$ cat config.mk
export PLATFORM = sky130hd
export DESIGN_NAME = piso_serializer_flat
export DESIGN_NICKNAME = d
export VERILOG_FILES = /design/src/rtl/piso_if.sv /design/src/rtl/piso_serializer.sv /design/src/flat_wrapper.sv
export SDC_FILE = /design/constraint.sdc
export NUM_CORES = 1
export LEC_CHECK = 0
export CAP_MARGIN = 20
export CORE_AREA = 2 2 53 50
export CTS_BUF_LIST = sky130_fd_sc_hd__clkbuf_4 sky130_fd_sc_hd__clkbuf_8 sky130_fd_sc_hd__clkbuf_16
export DETAILED_ROUTE_END_ITERATION = 10
export DIE_AREA = 0 0 55 52
export PLACE_DENSITY = 0.74
export SYNTH_ARGS = -nofsm -noshare
export SYNTH_HDL_FRONTEND = slang
export SYNTH_SLANG_ARGS = --single-unit
export TNS_END_PERCENT = 20
$ cat constraint.sdc
create_clock -name clk -period 1.3 [get_ports clk]
set_clock_uncertainty 0.1 [all_clocks]
set_input_delay 0.39 -clock clk [delete_from_list [all_inputs] [get_ports clk]]
set_output_delay 0.39 -clock clk [all_outputs]
set_load 0.01 [all_outputs]
$ cat src/rtl/piso_if.sv
// piso_if: valid/ready parallel load plus serial output bundle for piso_serializer
interface piso_if #(parameter int WIDTH = 8);
  logic [WIDTH-1:0] Par_in;
  logic Load_valid;
  logic Load_ready;
  logic Data_out;
  logic Bit_valid;
  logic Busy;
  modport master (output Par_in, Load_valid, input Load_ready, Data_out, Bit_valid, Busy);
  modport slave (input Par_in, Load_valid, output Load_ready, Data_out, Bit_valid, Busy);
endinterface

$ cat src/rtl/piso_serializer.sv
// piso_serializer: MSB-first PISO with one-word holding register; `define PARITY_EN appends an even-parity bit
module piso_serializer #(
  parameter int WIDTH = 8
) (
  input logic clk,
  input logic rst,
  piso_if.slave bus
);
`ifdef PARITY_EN
  localparam int FRAME = WIDTH + 1;
`else
  localparam int FRAME = WIDTH;
`endif
  localparam int CW = $clog2(FRAME + 1);
  localparam logic [0:0] IDLE = 1'b0;
  localparam logic [0:0] SHIFT = 1'b1;
  logic [0:0] state;
  logic [FRAME-1:0] sreg, hold, in_frame;
  logic hold_full, data_out, bit_valid, accept, reload;
  logic [CW-1:0] cnt;
`ifdef PARITY_EN
  assign in_frame = {bus.Par_in, ^bus.Par_in};
`else
  assign in_frame = bus.Par_in;
`endif
  assign accept = bus.Load_valid && !hold_full;
  assign reload = (state == IDLE) || (cnt == CW'(1));
  always_ff @(posedge clk) begin
    if (!rst) begin
      state <= IDLE;
      sreg <= '0;
      hold <= '0;
      hold_full <= 1'b0;
      cnt <= '0;
      data_out <= 1'b0;
      bit_valid <= 1'b0;
    end else if (reload) begin
      // a held word has priority; ready is low then, so bypass can't collide
      if (hold_full || accept) begin
        sreg <= hold_full ? hold : in_frame;
        data_out <= hold_full ? hold[FRAME-1] : in_frame[FRAME-1];
        hold_full <= 1'b0;
        state <= SHIFT;
        cnt <= CW'(FRAME);
        bit_valid <= 1'b1;
      end else begin
        state <= IDLE;
        cnt <= '0;
        data_out <= 1'b0;
        bit_valid <= 1'b0;
      end
    end else begin
      sreg <= sreg << 1;
      data_out <= sreg[FRAME-2];
      cnt <= cnt - CW'(1);
      if (accept) begin
        hold <= in_frame;
        hold_full <= 1'b1;
      end
    end
  end
  assign bus.Load_ready = !hold_full;
  assign bus.Data_out = data_out;
  assign bus.Bit_valid = bit_valid;
  assign bus.Busy = (state == SHIFT) || hold_full;
endmodule

$ cat src/flat_wrapper.sv
// flat-port wrapper written by rule: the top's interface ports become plain ports
module piso_serializer_flat 
#(
  parameter int WIDTH = 8
)
  (clk, rst, bus_Par_in, bus_Load_valid, bus_Load_ready, bus_Data_out, bus_Bit_valid, bus_Busy);
  piso_if #(.WIDTH(WIDTH)) bus_i ();
  input logic clk;
  input logic rst;
  input wire logic [$bits(bus_i.Par_in)-1:0] bus_Par_in;
  input wire logic [$bits(bus_i.Load_valid)-1:0] bus_Load_valid;
  output wire logic [$bits(bus_i.Load_ready)-1:0] bus_Load_ready;
  output wire logic [$bits(bus_i.Data_out)-1:0] bus_Data_out;
  output wire logic [$bits(bus_i.Bit_valid)-1:0] bus_Bit_valid;
  output wire logic [$bits(bus_i.Busy)-1:0] bus_Busy;
  assign bus_i.Par_in = bus_Par_in;
  assign bus_i.Load_valid = bus_Load_valid;
  assign bus_Load_ready = bus_i.Load_ready;
  assign bus_Data_out = bus_i.Data_out;
  assign bus_Bit_valid = bus_i.Bit_valid;
  assign bus_Busy = bus_i.Busy;
  piso_serializer #(.WIDTH(WIDTH)) u_core (.clk(clk), .rst(rst), .bus(bus_i));
endmodule
; Word-level counts from Yosys, hierarchy flattened
; Index checks and enable logic that the tools add are counted.
[totals]
regBits = 22
output_inout_bits = 4
[op_classes]
n_addsub = 1
eq_ne = 2
mux = 12
bitwise = 2
reduce_logical = 9
[op_table]
columns = operator, n
row1 = $mux 7, 3
row2 = $mux 4, 2
row3 = $mux 1, 7
row4 = $reduce_and 2->1, 3
row5 = $eq 4x1->1 const B, 1
row6 = $sub 4x1->4 const B, 1
row7 = $logic_or 1x1->1, 3
row8 = $ne 2x2->1 const B, 1
row9 = $not 1->1, 2
row10 = $reduce_bool 2->1, 1
row11 = $logic_and 1x1->1, 1
row12 = $logic_not 1->1, 1

; Logic depth before layout (Yosys ltp)
[logic_depth]
word_depth = 5
depth_mapped = 6
depth_no_buf = 5

; Least setup slack after synthesis
; OpenSTA, ideal clock, no wires.
[synth_timing]
path_kind = register to register
from = register u_core.cnt[0]
to = register u_core.data_out (netlist: u_core.bus.Data_out)
setup_time_ns = 0.128
t_arrival_ns = 1.179
path_slack_ns = -0.107
stages_incl_launch_ff = 6
path_buffers = 1
path_cell_list = dfxtp_1 -> ha_1 -> or3b_1 -> buf_6 -> nand2_4 -> a311oi_1
[synth_between]
elab_chain_cells = 3
[synth_rtl]
columns = item, line_no
row1 = "start, declared", piso_serializer.sv:20  ; logic [CW-1:0] cnt;
row2 = "start signal, assigned", piso_serializer.sv:44  ; cnt <= CW'(FRAME);
row3 = "start signal, assigned", piso_serializer.sv:55  ; cnt <= cnt - CW'(1);
row4 = $eq 4x1->1, piso_serializer.sv:27  ; assign reload = (state == IDLE) || (cnt == CW'(1));
row5 = $logic_or 1x1->1, piso_serializer.sv:27
row6 = $mux 1, piso_serializer.sv:37  ; end else if (reload) begin
row7 = "end signal, assigned", piso_serializer.sv:41  ; data_out <= hold_full ? hold[FRAME-1] : in_frame[FRAME-1];
row8 = "end signal, assigned", piso_serializer.sv:54  ; data_out <= sreg[FRAME-2];
row9 = "end, declared", piso_serializer.sv:19  ; logic hold_full, data_out, bit_valid, accept, reload;
; Every way passes these cells.
; A chain may end at the register's enable or synchronous reset.

; Worst setup path after layout
[layout_timing]
from = register u_core.cnt[1]
to = register u_core.cnt[3]
[layout_between]
elab_chain_cells = 3
[layout_rtl]
columns = item, line_no
row1 = branches (longest 2 deep; another with $sub 4x1->4), -
row2 = $mux 4 (*), piso_serializer.sv:37
; Every way passes the cells marked *.

==> impl_metrics.csv <==
group,metric,value,unit
outcome,status,"finished, violations left",
cells_and_area,antenna_cells,0,
placed_design,io_buffers,14,
setup_path,crit_chain,"inv_2 -> ha_4 -> nor3b_4 -> buf_6 -> nor4_2 -> a211oi_1",
setup_path,reg2reg_depth,6,
synthesis,ys_types,29,
synthesis,synth_compound_area_frac,0.157,
power,leakage,0.651,nW
setup_path,endpoint_kind,"flip-flop",
min_path,hold_path.class,"flip-flop to flip-flop",
setup_path,slowest_delay,0.35,ns
sta,rsz0062_at_grt,"true",
synthesis,synth-simple-area-share,0.177,
setup_path,reg2reg_slack,-0.19,ns
run,maxCapViolCount,0,
sta,worstMarginPinSlew,0.319,ns
power,power_switching,419,uW
power,p_int,1.12,mW
drt,totalWireLength,2.71,mm
synthesis,syn_area,1000,sq um
drt,dr_total_vias,962,
placed_design,dp_hpwl,1.83,mm
grt,grt_pass1_wl,4.24,mm
power,ir_worst_vdd,0.000813,V
power,p_clk_frac,0.246,
setup_path,crit-reg2reg-launch,"u_core.cnt[1]",
setup_path,crit_type,"flip-flop to flip-flop",
drt,ant_nets,0,
sta,relSlewSlack,0.785,
setup_path,path_depth,6,
cts,htree_num_levels,1,
setup_path,worst_r2r_endpoint,"u_core.cnt[3]",
drt,drtIter0Drc,28,
die,die_area,2860,sq um
drt,dr.pass1.iters,4,
setup_path,crit_family,"flip-flops",
outcome,violations,"setup timing",
placed_design,dp_slack,-0.532,ns
grt,track_usage,0.208,
die,die-width,55,um
setup_path,crit_end,"u_core.cnt[3]",
power,swShare,0.272,
grt,grt_max_degree,13,
sta,fin_crit,1.49,ns
grt,grt_pass1_vias,919,
cts,cts_tree,"done",
cts,clock-sinks,22,
power,seq_power_share,0.485,
sta,worst_slack,-0.189,ns
grt,antenna_found_initial,0,
synthesis,synth_mux_area_frac,0.138,
synthesis,synth_xor_area_frac,0.00872,
grt,grt-busiest-layer,"met2",
cts,clk_path_buf_depth,2,
cts,numCtsBuffers,3,
grt,grtUsageMet1,0.278,
drt,drc,0,
placed_design,place.gp.congestion,0.889,
sta,final_max_slew_viol_count,0,
synthesis,yosys.area.top_type_share,0.438,
die,rows,17,
cells_and_area,final_core_util,0.686,
synthesis,syn_inst,110,
cells_and_area,fillCellCount,190,
synthesis,post-synth-top-area-cell,"dfxtp_1",
power,total_power,1.54,mW
power,powerDensity,959,nW/um^2
synthesis,synth_fp_nets,123,
setup_path,path_buf_inv,2,
synthesis,synth_fa_ha_area_frac,0.0249,
cts,ctsHoldBuffers,0,
setup_path,critical_path.startpoint,"u_core.cnt[1]",
setup_path,worstSetupStartpointType,"flip-flop",
grt,grtUsageMet2,0.327,
die,core,2340,sq um
setup_path,cp_max_fo,5,
synthesis,yosys-top-cells-area,"dfxtp_1, mux2_2, mux2i_1",
synthesis,yosys_warnings,0,
cts,clkTransAtPathRegs,0.12,ns
synthesis,avgSynthCellArea,9.13,sq um
grt,grtUsageMet3,0.0603,
die,die_h,52,um
power,p_comb_frac,0.269,
die,initial_core_util,0.429,
drt,avgRoutedWirePerCell,15.2,um
drt,viasPerCell,5.40,
sta,min_period_over_period,1.15,
setup_path,cp_slowest_cell,"dfxtp_2",
grt,grt-ovfl-total,0,
sta,hold_viol_final,0,
synthesis,ys_ff_latch,22,
die,io_pins,15,
setup_path,crit_required,1.42,ns
cells_and_area,area_delta_synth_final,59.7,%
cts,cts-root-buf,"clkbuf_4",
cells_and_area,layout-drive-gt1-share,0.527,
sta,setup_violations,24,
synthesis,yosysSeqAreaShare,0.438,
setup_path,arrival,1.61,ns
sta,max_clock_freq,0.672,GHz
synthesis,synth_top_family_by_area,"simple AND/OR/NAND/NOR gates",
cts,clk_latency,0.31,ns
cells_and_area,nets,164,
what timing repair did:
action	CTS	global route
resized for setup	36	20
pin swaps	2	6
cloned	2	0
setup buffers	2	2
setup endpoints to repair	26	26
power by group through the flow:
stage / logic [mW] / clock network (mW) / registers, mW
CTS: 0.363 / 0.393 / 0.744
finish: 0.413 / 0.379 / 0.746
global placement: 0.312 / 0 / 0.756
detailed placement: 0.322 / 0 / 0.757
global route: 0.441 / 0.435 / 0.752
floorplan: 0.162 / 0 / 0.763
synthesized netlist by cell type:
master	n
dfxtp_1	22
a21oi_1	10
nand2_1	10
nand3_1	9
o21ai_0	8
mux2_2	7
mux2i_1	6
o22ai_1	6
nor2_1	5
buf_2	3
inv_1	3
ha_1	2
inv_2	2
nor4_1	2
a211oi_1	1
a311oi_1	1
and3b_1	1
buf_4	1
buf_6	1
clkbuf_1	1
nand2_4	1
nand3_2	1
nand3b_1	1
nor3_1	1
nor3b_2	1
o21ai_1	1
o31a_1	1
or3b_1	1
xnor2_1	1
cells in the final DEF, fill, tap and decap left out, types with 2 or more instances in the layout:
master / netlist / final
nor2_1: 5 / 5
a21oi_2: 0 / 8
o21ai_0: 8 / 8
mux2i_1: 6 / 6
inv_1: 3 / 2
clkbuf_4: 0 / 3
nand3_2: 1 / 9
buf_4: 1 / 20
dfxtp_1: 22 / 17
a21oi_1: 10 / 2
mux2_2: 7 / 7
buf_6: 1 / 9
o22ai_2: 0 / 2
clkdlybuf4s50_1: 0 / 9
buf_12: 0 / 2
nand2_1: 10 / 9
dfxtp_2: 0 / 4
o22ai_1: 6 / 4
inv_2: 2 / 3
metal layers:
layer | routed length, um | vias up | share of wire
met2 | 1340 | 17 | 0.50
met3 | 112 | 2 | 0.041
li1 | - | 476 | -
met1 | 1240 | 467 | 0.46
met5 | 0 | - | 0
met4 | 16 | 0 | 0.0059
registers in the layout (all words and copies together), names as in the netlist:
register             cells
u_core.hold_full         1
u_core.state             1
u_core.cnt               4
u_core.sreg              7
u_core.hold              8
u_core.bus.Data_out      1
cell families (layout without fill, tap and decap cells):
group	Yosys count	count (layout)
AO/OA/AOI/OAI	28	28
flip-flops	22	22
AND/OR/NAND/NOR	33	33
XOR/XNOR	1	1
adder cells (fa/ha/maj)	2	2
buffers and inverters	11	51
multiplexers	13	13
metrics by stage:
stage	std cells	setup TNS (ns)	cell area, sq um	hold slack (ns)
5_1_grt	178	-3.66	1600	0.409
6_report	178	-2.84	1600	0.371
2_1_floorplan	110	-0.772	1030	0.337
4_1_cts	176	-2.71	1500	0.377
3_5_place_dp	168	-9.08	1340	0.359
3_3_place_gp	168	-8.47	1340	0.354
final cells by class:
type                       instances  area (sq um)  area share
multi-input combinational         77           642       0.400
sequential                        22           449       0.280
timing repair buffer              42           423       0.264
clock buffer                       4          36.3      0.0226
tap                               28          35.0      0.0218
inverter                           5          18.8      0.0117
worst min path at each step:
stage	depth (start not counted)	end	from
after CTS	2	u_core.sreg[5]	u_core.sreg[4]
after floorplan	1	u_core.cnt[0]	u_core.cnt[0]
after global routing	2	u_core.sreg[0]	u_core.hold[0]
final	2	u_core.sreg[5]	u_core.sreg[4]
after detailed placement	2	u_core.sreg[5]	u_core.sreg[4]
after global placement	2	u_core.sreg[5]	u_core.sreg[4]
worst min-delay path: stages (launching register included):
cell     delay [ns]
dfxtp_1        0.33
nand2_1        0.05
o22ai_1        0.06
(Power assumes the default switching activity.)
